`src/rtl/riscv_dmem_arbiter.sv`:
```
// Data-memory arbiter: CPU load/store traffic shares the single memory port with
// queued UART-programmer writes; the CPU has priority, bounded by a starvation limit.
module riscv_dmem_arbiter #(
   parameter int unsigned ADDR_W     = 14,
   parameter int unsigned FIFO_DEPTH = 4,
   parameter int unsigned STARVE_MAX = 8
) (
   input  logic              clk,
   input  logic              rst,
   input  logic              cpu_req,
   input  logic              cpu_we,
   input  logic [ADDR_W-1:0] cpu_addr,
   input  logic [31:0]       cpu_wdata,
   output logic [31:0]       cpu_rdata,
   output logic              cpu_stall,
   input  logic              upg_wen,
   input  logic [ADDR_W-1:0] upg_adr,
   input  logic [31:0]       upg_dat,
   output logic              upg_full,
   output logic              mem_en,
   output logic              mem_we,
   output logic [ADDR_W-1:0] mem_addr,
   output logic [31:0]       mem_wdata,
   input  logic [31:0]       mem_rdata,
   output logic              prog_busy,
   output logic              ovf_err
);

   localparam int unsigned PTR_W = (FIFO_DEPTH > 1) ? $clog2(FIFO_DEPTH) : 1;
   localparam int unsigned CNT_W = PTR_W + 1;
   localparam int unsigned ST_W  = $clog2(STARVE_MAX + 1);

   typedef enum logic {S_IDLE, S_RD_DATA} state_t;

   state_t            state_q, state_d;
   logic [ADDR_W-1:0] fifo_adr_q [FIFO_DEPTH];
   logic [ADDR_W-1:0] fifo_adr_d [FIFO_DEPTH];
   logic [31:0]       fifo_dat_q [FIFO_DEPTH];
   logic [31:0]       fifo_dat_d [FIFO_DEPTH];
   logic [PTR_W-1:0]  wr_ptr_q, wr_ptr_d;
   logic [PTR_W-1:0]  rd_ptr_q, rd_ptr_d;
   logic [CNT_W-1:0]  count_q, count_d;
   logic [ST_W-1:0]   starve_q, starve_d;
   logic [31:0]       cpu_rdata_q, cpu_rdata_d;
   logic              ovf_q, ovf_d;

   logic empty, full, grant_upg, grant_cpu, push, pop;

   always_comb begin
      state_d     = state_q;
      fifo_adr_d  = fifo_adr_q;
      fifo_dat_d  = fifo_dat_q;
      wr_ptr_d    = wr_ptr_q;
      rd_ptr_d    = rd_ptr_q;
      count_d     = count_q;
      starve_d    = starve_q;
      cpu_rdata_d = cpu_rdata_q;
      ovf_d       = ovf_q;
      grant_upg   = 1'b0;
      grant_cpu   = 1'b0;
      mem_en      = 1'b0;
      mem_we      = 1'b0;
      mem_addr    = cpu_addr;
      mem_wdata   = cpu_wdata;
      cpu_stall   = 1'b0;
      cpu_rdata   = cpu_rdata_q;

      empty     = (count_q == '0);
      full      = (count_q == CNT_W'(FIFO_DEPTH));
      upg_full  = full;
      prog_busy = !empty;

      case (state_q)
         S_IDLE: begin
            grant_upg = !empty && (!cpu_req || (starve_q == ST_W'(STARVE_MAX)));
            grant_cpu = cpu_req && !grant_upg;
            if (grant_upg) begin
               mem_en    = 1'b1;
               mem_we    = 1'b1;
               mem_addr  = fifo_adr_q[rd_ptr_q];
               mem_wdata = fifo_dat_q[rd_ptr_q];
               cpu_stall = cpu_req;
            end else if (grant_cpu) begin
               mem_en = 1'b1;
               mem_we = cpu_we;
               if (!cpu_we) begin
                  cpu_stall = 1'b1;
                  state_d   = S_RD_DATA;
               end
            end
         end
         S_RD_DATA: begin
            cpu_rdata   = mem_rdata;
            cpu_rdata_d = mem_rdata;
            state_d     = S_IDLE;
         end
         default: state_d = S_IDLE;
      endcase

      // Starve count only advances while a queued write is passed over by a CPU grant.
      if (grant_upg || empty) begin
         starve_d = '0;
      end else if (grant_cpu && (starve_q != ST_W'(STARVE_MAX))) begin
         starve_d = starve_q + ST_W'(1);
      end

      pop  = grant_upg;
      push = upg_wen && !full;
      if (upg_wen && full) begin
         ovf_d = 1'b1;
      end
      if (push) begin
         fifo_adr_d[wr_ptr_q] = upg_adr;
         fifo_dat_d[wr_ptr_q] = upg_dat;
         wr_ptr_d             = wr_ptr_q + PTR_W'(1);
      end
      if (pop) begin
         rd_ptr_d = rd_ptr_q + PTR_W'(1);
      end
      if (push && !pop) begin
         count_d = count_q + CNT_W'(1);
      end else if (pop && !push) begin
         count_d = count_q - CNT_W'(1);
      end

      // Keep the memory quiet in a reset cycle so queued data never lands after reset.
      if (rst) begin
         mem_en = 1'b0;
         mem_we = 1'b0;
      end
   end

   always_ff @(posedge clk) begin
      if (rst) begin
         state_q     <= S_IDLE;
         wr_ptr_q    <= '0;
         rd_ptr_q    <= '0;
         count_q     <= '0;
         starve_q    <= '0;
         cpu_rdata_q <= '0;
         ovf_q       <= 1'b0;
      end else begin
         state_q     <= state_d;
         wr_ptr_q    <= wr_ptr_d;
         rd_ptr_q    <= rd_ptr_d;
         count_q     <= count_d;
         starve_q    <= starve_d;
         cpu_rdata_q <= cpu_rdata_d;
         ovf_q       <= ovf_d;
      end
   end

   always_ff @(posedge clk) begin
      fifo_adr_q <= fifo_adr_d;
      fifo_dat_q <= fifo_dat_d;
   end

   assign ovf_err = ovf_q;

endmodule

```
`config.mk`:
```
export PLATFORM = sky130hd
export DESIGN_NAME = riscv_dmem_arbiter
export DESIGN_NICKNAME = d
export VERILOG_FILES = /design/src/rtl/riscv_dmem_arbiter.sv
export SDC_FILE = /design/constraint.sdc
export NUM_CORES = 1
export LEC_CHECK = 0
export CORE_AREA = 4 4 142 144
export DETAILED_ROUTE_END_ITERATION = 7
export DIE_AREA = 0 0 146 148
export PLACE_DENSITY_LB_ADDON = 0.3
export SLEW_MARGIN = 20
export SYNTH_ARGS = -nofsm -noshare
export SYNTH_HDL_FRONTEND = slang
export SYNTH_SLANG_ARGS = --single-unit
```
`constraint.sdc`:
```
create_clock -name clk -period 3.58 [get_ports clk]
set_clock_uncertainty 0.2 [all_clocks]
set_input_delay 0.895 -clock clk [delete_from_list [all_inputs] [get_ports clk]]
set_output_delay 0.895 -clock clk [all_outputs]
set_load 0.03 [all_outputs]
```
==> results of run 1 <==
-- power groups by stage --
stage               combinational (mW)  clock, mW  sequential [mW]
CTS                               2.46       2.29             3.23
detailed placement                2.40          0             3.28
floorplan                         1.59          0             3.23
global route                      2.53       2.41             3.24
finish                            2.39       2.23             3.22
global placement                  2.36          0             3.26
-- metrics by stage --
stage | hold WS (ns) | cells
finish | 0.293 | 981
global route | 0.326 | 981
CTS | 0.301 | 980
detailed placement | 0.276 | 931
global placement | 0.274 | 931
floorplan | 0.262 | 490
-- timing repair --
action                     4_1_cts  5_1_grt
setup buffers                    3        1
hold buffers                     0        0
pin swaps                        1        0
setup endpoints to repair       46       35
gates resized for setup        184       44
gates cloned                     2        0
-- cell usage after synthesis (all sizes together) --
cell type / instances / share of area, %
buf: 16 / 1.4
nor2b: 35 / 2.3
dfxtp: 45 / 9.7
ha: 7 / 0.94
nor4: 1 / 0.067
or3b: 1 / 0.094
o21ai: 5 / 0.27
and3: 6 / 0.40
mux2: 80 / 10
nor4b: 1 / 0.094
a2111oi: 1 / 0.16
nand2b: 1 / 0.067
mux2i: 1 / 0.11
mux4: 46 / 11
and2: 1 / 0.067
or3: 1 / 0.067
inv: 10 / 0.40
xor2: 2 / 0.19
a211oi: 2 / 0.30
fa: 1 / 0.21
a21oi: 9 / 0.48
edfxtp: 184 / 59
nand2: 4 / 0.16
nand3: 3 / 0.16
nor2: 10 / 0.40
nor3: 2 / 0.23
clkbuf: 11 / 0.44
a21o: 1 / 0.081
nand4b: 2 / 0.19
nand3b: 1 / 0.21
-- logic make-up after synthesis --
logic type	count (synthesis)	share of synthesized area, %
DFF	229	68.9
muxes	127	21.6
and+or+nand+nor	69	4.56
buffers and inverters	37	2.28
AOI/OAI and AO/OA	18	1.29
adders and majority gates	8	1.15
xor gates and xnor gates	2	0.188
-- worst max-delay path: stages, from the launching register on --
cell	delay, ns
dfxtp_2	0.34
inv_1	0.07
ha_2	0.21
nand3b_4	0.09
a211oi_4	0.27
buf_6	0.18
buf_12	0.15
mux2_2	0.34
clkdlybuf4s15_2	0.29
-- area by class of cell --
| cell class | instances | area [sq um] |
|---|---|---|
| clock buffers | 33 | 666 |
| multi-input cells | 224 | 2690 |
| flip-flops and latches | 229 | 6430 |
| fillers | 1269 | 6260 |
| inverters | 10 | 37.5 |
| well taps | 234 | 293 |
| clock inverters | 11 | 57.6 |
| repair buffers | 240 | 2270 |
-- path summary, 6_finish.rpt --
| check | slack (ns) | start | endpoint |
|---|---|---|---|
| max reg2reg | 0.73 | count_q[0] | count_q[2] |
| min reg2reg | 0.29 | ovf_err | ovf_err |
| min | 0.29 | ovf_err | ovf_err |
| max | 0.05 | starve_q[0] | mem_wdata[10] |
-- state kept, by name, summed over array words and instances (netlist names) --
name	cells
fifo_dat_q	128
fifo_adr_q	56
cpu_rdata_q	32
starve_q	4
count_q	3
rd_ptr_q	2
wr_ptr_q	2
ovf_err	1
state_q	1
-- per-layer routing --
metal | wire length (microns) | track usage, %
met1 | 8040 | 22.6
met2 | 10600 | 33.9
met3 | 1270 | 4.45
met4 | 269 | 3.67
met5 | 0 | 0
==> qor.csv, run 1 <==
metric,value,unit
status,finished clean,
wire length per cell,20.5,microns
DRT Wirelength,20100,microns
io pins,213,
synth unique cells,40,
Setup WS post-layout,0.0474,ns
CP Capture Type,output port,
Max Cap Viol,0,
CTS tree,yes,
initial antenna violation count,0,
VDD IR-drop max,0.000349,V
Avg Inst Size Synth,19.0,sq um
die area,21600,sq um
crit share post-route,98.7,%
Slew Limit Fails,0,
Int Pwr,5.58,mW
Final Instance Area,12400,sq um
"most common cell after layout, fill and taps aside",edfxtp_1,
power density over the cells,629,nW/um^2
Root Buffer,clkbuf_16,
Combinational Power Share,30.5,%
Final GP Congestion,0.711,
worst hold stages,2,
worst skew pair latency,0.50,ns
H-Tree Depth,1,
largest net degree at the start of global routing,46,
crit path max fanout,12,
total negative setup slack,0,ns
via count,5198,
most frequent cells in the layout,"edfxtp_1 (184), clkdlybuf4s50_1 (162), mux2_2 (61)",
DR iter-0 viols,271,
Syn Nets,627,
DRC viols,0,
Worst slew margin,66.6,%
DR pass1 iterations,4,
Starting Density,49.8,%
Mapped Area,9320,sq um
total power,7.83,mW
Overall Global Routing Usage,18.5,%
layout cell share with drive strength beyond 1,33.3,%
Syn. warnings,0,
CTS Sinks,229,
min cycle time layout,3.53,ns
CP Data Arrival Time,2.44,ns
register area share after synthesis,68.9,%
crit start category,flop,
maximum clock insertion buffer count,3,
net switching power,2.26,mW
min-delay worst type,flop to flop,
first-pass GRT wire length,31400,microns
Vert. Die Dim,148,microns
Net Sw Frac,28.8,%
final setup violation count,0,
reg2reg path depth,12,
grt total ovfl,0,
Pleak,4.36,nW
Clk pwr share,28.4,%
diodes inserted,0,
RSZ-0062 raised after global routing,true,
TritonCTS Buffers,24,
Place WS,-0.505,ns
Worst-Margin Slew,0.500,ns
"Req. time, crit path",2.48,ns
Avg Vias per Cell,5.30,
Routed Antenna Nets,0,
fmax,283,MHz
Area Growth Syn to Fin,33.5,%
Row Count,50,
clock transition at the registers of the reported paths,0.06,ns
endpoints failing hold,0,
Synth Register Bits,229,
register share of total power,41.1,%
area of placed instances,11800,sq um
"Core Util, Final",66.6,%
kind of critical path,flop to output port,
vias in the first global route,5790,
HPWL Detailed,13200,microns
Placeable Area,18700,sq um
Die X,146,microns
Gate Count Post-Synth,490,
PortBufs,212,
final net count,866,
Power figures use the tool's default switching activity.
==> run 2, diff against run 1 <==
Settings changed: CTS_CLUSTER_DIAMETER from default to 200, SETUP_SLACK_MARGIN from default to 0.4.
==> run 2 against run 1 <==
Effect of this change: critical path depth rose by 2; cell area rose by 4.7%; combinational power rose by 22%; global-route usage barely moved; count of clock-buffer cells in the layout fell by 8; die area did not move; hold slack got worse by 0.014 ns; power rose by 8.8%; critical path type unchanged; largest power group unchanged.
==> qor.csv, run 2 (synthesis results as in run 1) <==
metric,value,unit
Largest Register,fifo_dat_q,
TritonCTS Buffers,23,
fmax,293,MHz
"most common cell after layout, fill and taps aside",edfxtp_1,
Starting Density,49.8,%
Overall Global Routing Usage,18.5,%
Pleak,4.82,nW
final setup violation count,0,
wire length per cell,20.6,microns
DRC viols,0,
endpoints failing hold,0,
"Req. time, crit path",2.48,ns
Routed Antenna Nets,0,
hold bufs inserted after CTS,0,
crit path max fanout,5,
most frequent cells in the layout,"edfxtp_1 (184), clkdlybuf4s50_1 (128), buf_6 (47)",
Placeable Area,18700,sq um
first-pass GRT wire length,31800,microns
Row Count,50,
io pins,213,
PortBufs,212,
Max Cap Viol,0,
Slew Limit Fails,0,
Filler cells,1223,
Area Growth Syn to Fin,39.8,%
crit start category,flop,
vias in the first global route,5797,
Worst slew margin,73.2,%
min-delay worst type,flop to flop,
total power,8.52,mW
crit share post-route,95.5,%
Die X,146,microns
via count,5254,
max FFs per register,128,
worst skew pair latency,0.49,ns
clock transition at the registers of the reported paths,0.06,ns
DRT Wirelength,20400,microns
Regs by FF count,"fifo_dat_q (128), fifo_adr_q (56), cpu_rdata_q (32)",
die area,21600,sq um
DR pass1 iterations,4,
Multi-input gate area,2810,sq um
RSZ-0062 raised after global routing,true,
Avg Vias per Cell,5.31,
Root Buffer,clkbuf_16,
CP Capture Type,output port,
CTS Sinks,229,
Worst-Margin Slew,0.401,ns
Final GP Congestion,0.723,
CTS tree,yes,
H-Tree Depth,1,
kind of critical path,flop to output port,
final net count,874,
VDD IR-drop max,0.000435,V
power density over the cells,654,nW/um^2
"Core Util, Final",69.7,%
status,finished clean,
area occupied by registers,6440,sq um
HPWL Detailed,12700,microns
initial antenna violation count,1,
maximum clock insertion buffer count,3,
DR iter-0 viols,267,
grt total ovfl,0,
largest net degree at the start of global routing,44,
Vert. Die Dim,148,microns
min cycle time layout,3.42,ns
layout cell share with drive strength beyond 1,35.3,%
CP Data Arrival Time,2.32,ns
==> run 2: changes by cell type in the layout (fill, tap and decap cells not counted), moves of 3 or more <==
cell             change
buf_16               +3
buf_2               -34
mux2_2              -27
clkbuf_1             -5
bufinv_16            +4
buf_4                -6
clkdlybuf4s50_1     -34
buf_12               +6
clkdlybuf4s15_2      -4
buf_6               +45
mux2_4              +28
dlygate4sd2_1       +31
==> run 2: area by class of cell <==
type                            instances  share of cell area, %
Tap cell                              234                   2.25
Timing Repair Buffer                  249                   20.6
Multi-Input combinational cell        224                   21.5
Clock inverter                         17                   1.42
Inverter                               10                  0.288
Clock buffer                           25                   4.47
Sequential cell                       229                   49.4
Antenna cell                            1                 0.0192
==> run 2: path summary, 6_finish.rpt <==
path / to / slack [ns] / depth (start not counted) / startpoint
setup / recovery: mem_wdata[13] / 0.16 / 10 / starve_q[0]
hold / removal: ovf_err / 0.28 / 2 / ovf_err
setup reg to reg: count_q[2] / 0.63 / 14 / count_q[0]
hold reg to reg: ovf_err / 0.28 / 2 / ovf_err
==> run 2: where the power goes <==
part | switching (mW) | leakage (nW) | internal [mW]
clock | 0.945 | 0.374 | 1.46
sequential | 0.0796 | 2.05 | 3.12
combinational | 1.37 | 2.39 | 1.55
total | 2.39 | 4.82 | 6.13
==> run 2: routing by layer <==
metal	wire length [microns]	up-vias	GRT usage, %
li1	-	2408	-
met1	8240	2614	23.8
met2	10500	198	32.4
met3	1310	34	4.08
met4	392	0	4.70
met5	0	-	0
==> run 2: stage by stage <==
stage	setup WS (ns)	area (sq um)	TNS [ns]	instances	hold slack, ns
global placement	-0.461	11800	-20.05	926	0.255
detailed placement	-0.508	11800	-21.44	926	0.256
floorplan	0.395	9330	0	490	0.262
finish	0.162	13000	0	989	0.279
CTS	0.174	12900	0	985	0.287
global route	0.0763	13000	0	989	0.319
==> run 2: worst max-delay path, stage by stage, from the launching register on <==
cell	delay [ns]
dfxtp_4	0.34
inv_2	0.06
ha_4	0.13
nand3b_4	0.10
a211oi_4	0.22
buf_6	0.15
buf_12	0.11
buf_12	0.11
buf_16	0.13
mux2_4	0.32
buf_6	0.14
==> run 2: repair_timing <==
item                                    4_1_cts  5_1_grt
endpoints found under the setup margin       81       48
cloned                                        5        1
pin swaps                                     3        1
buffers inserted                             12        2
hold endpoints to repair                      0        0
resized for setup                           379       28
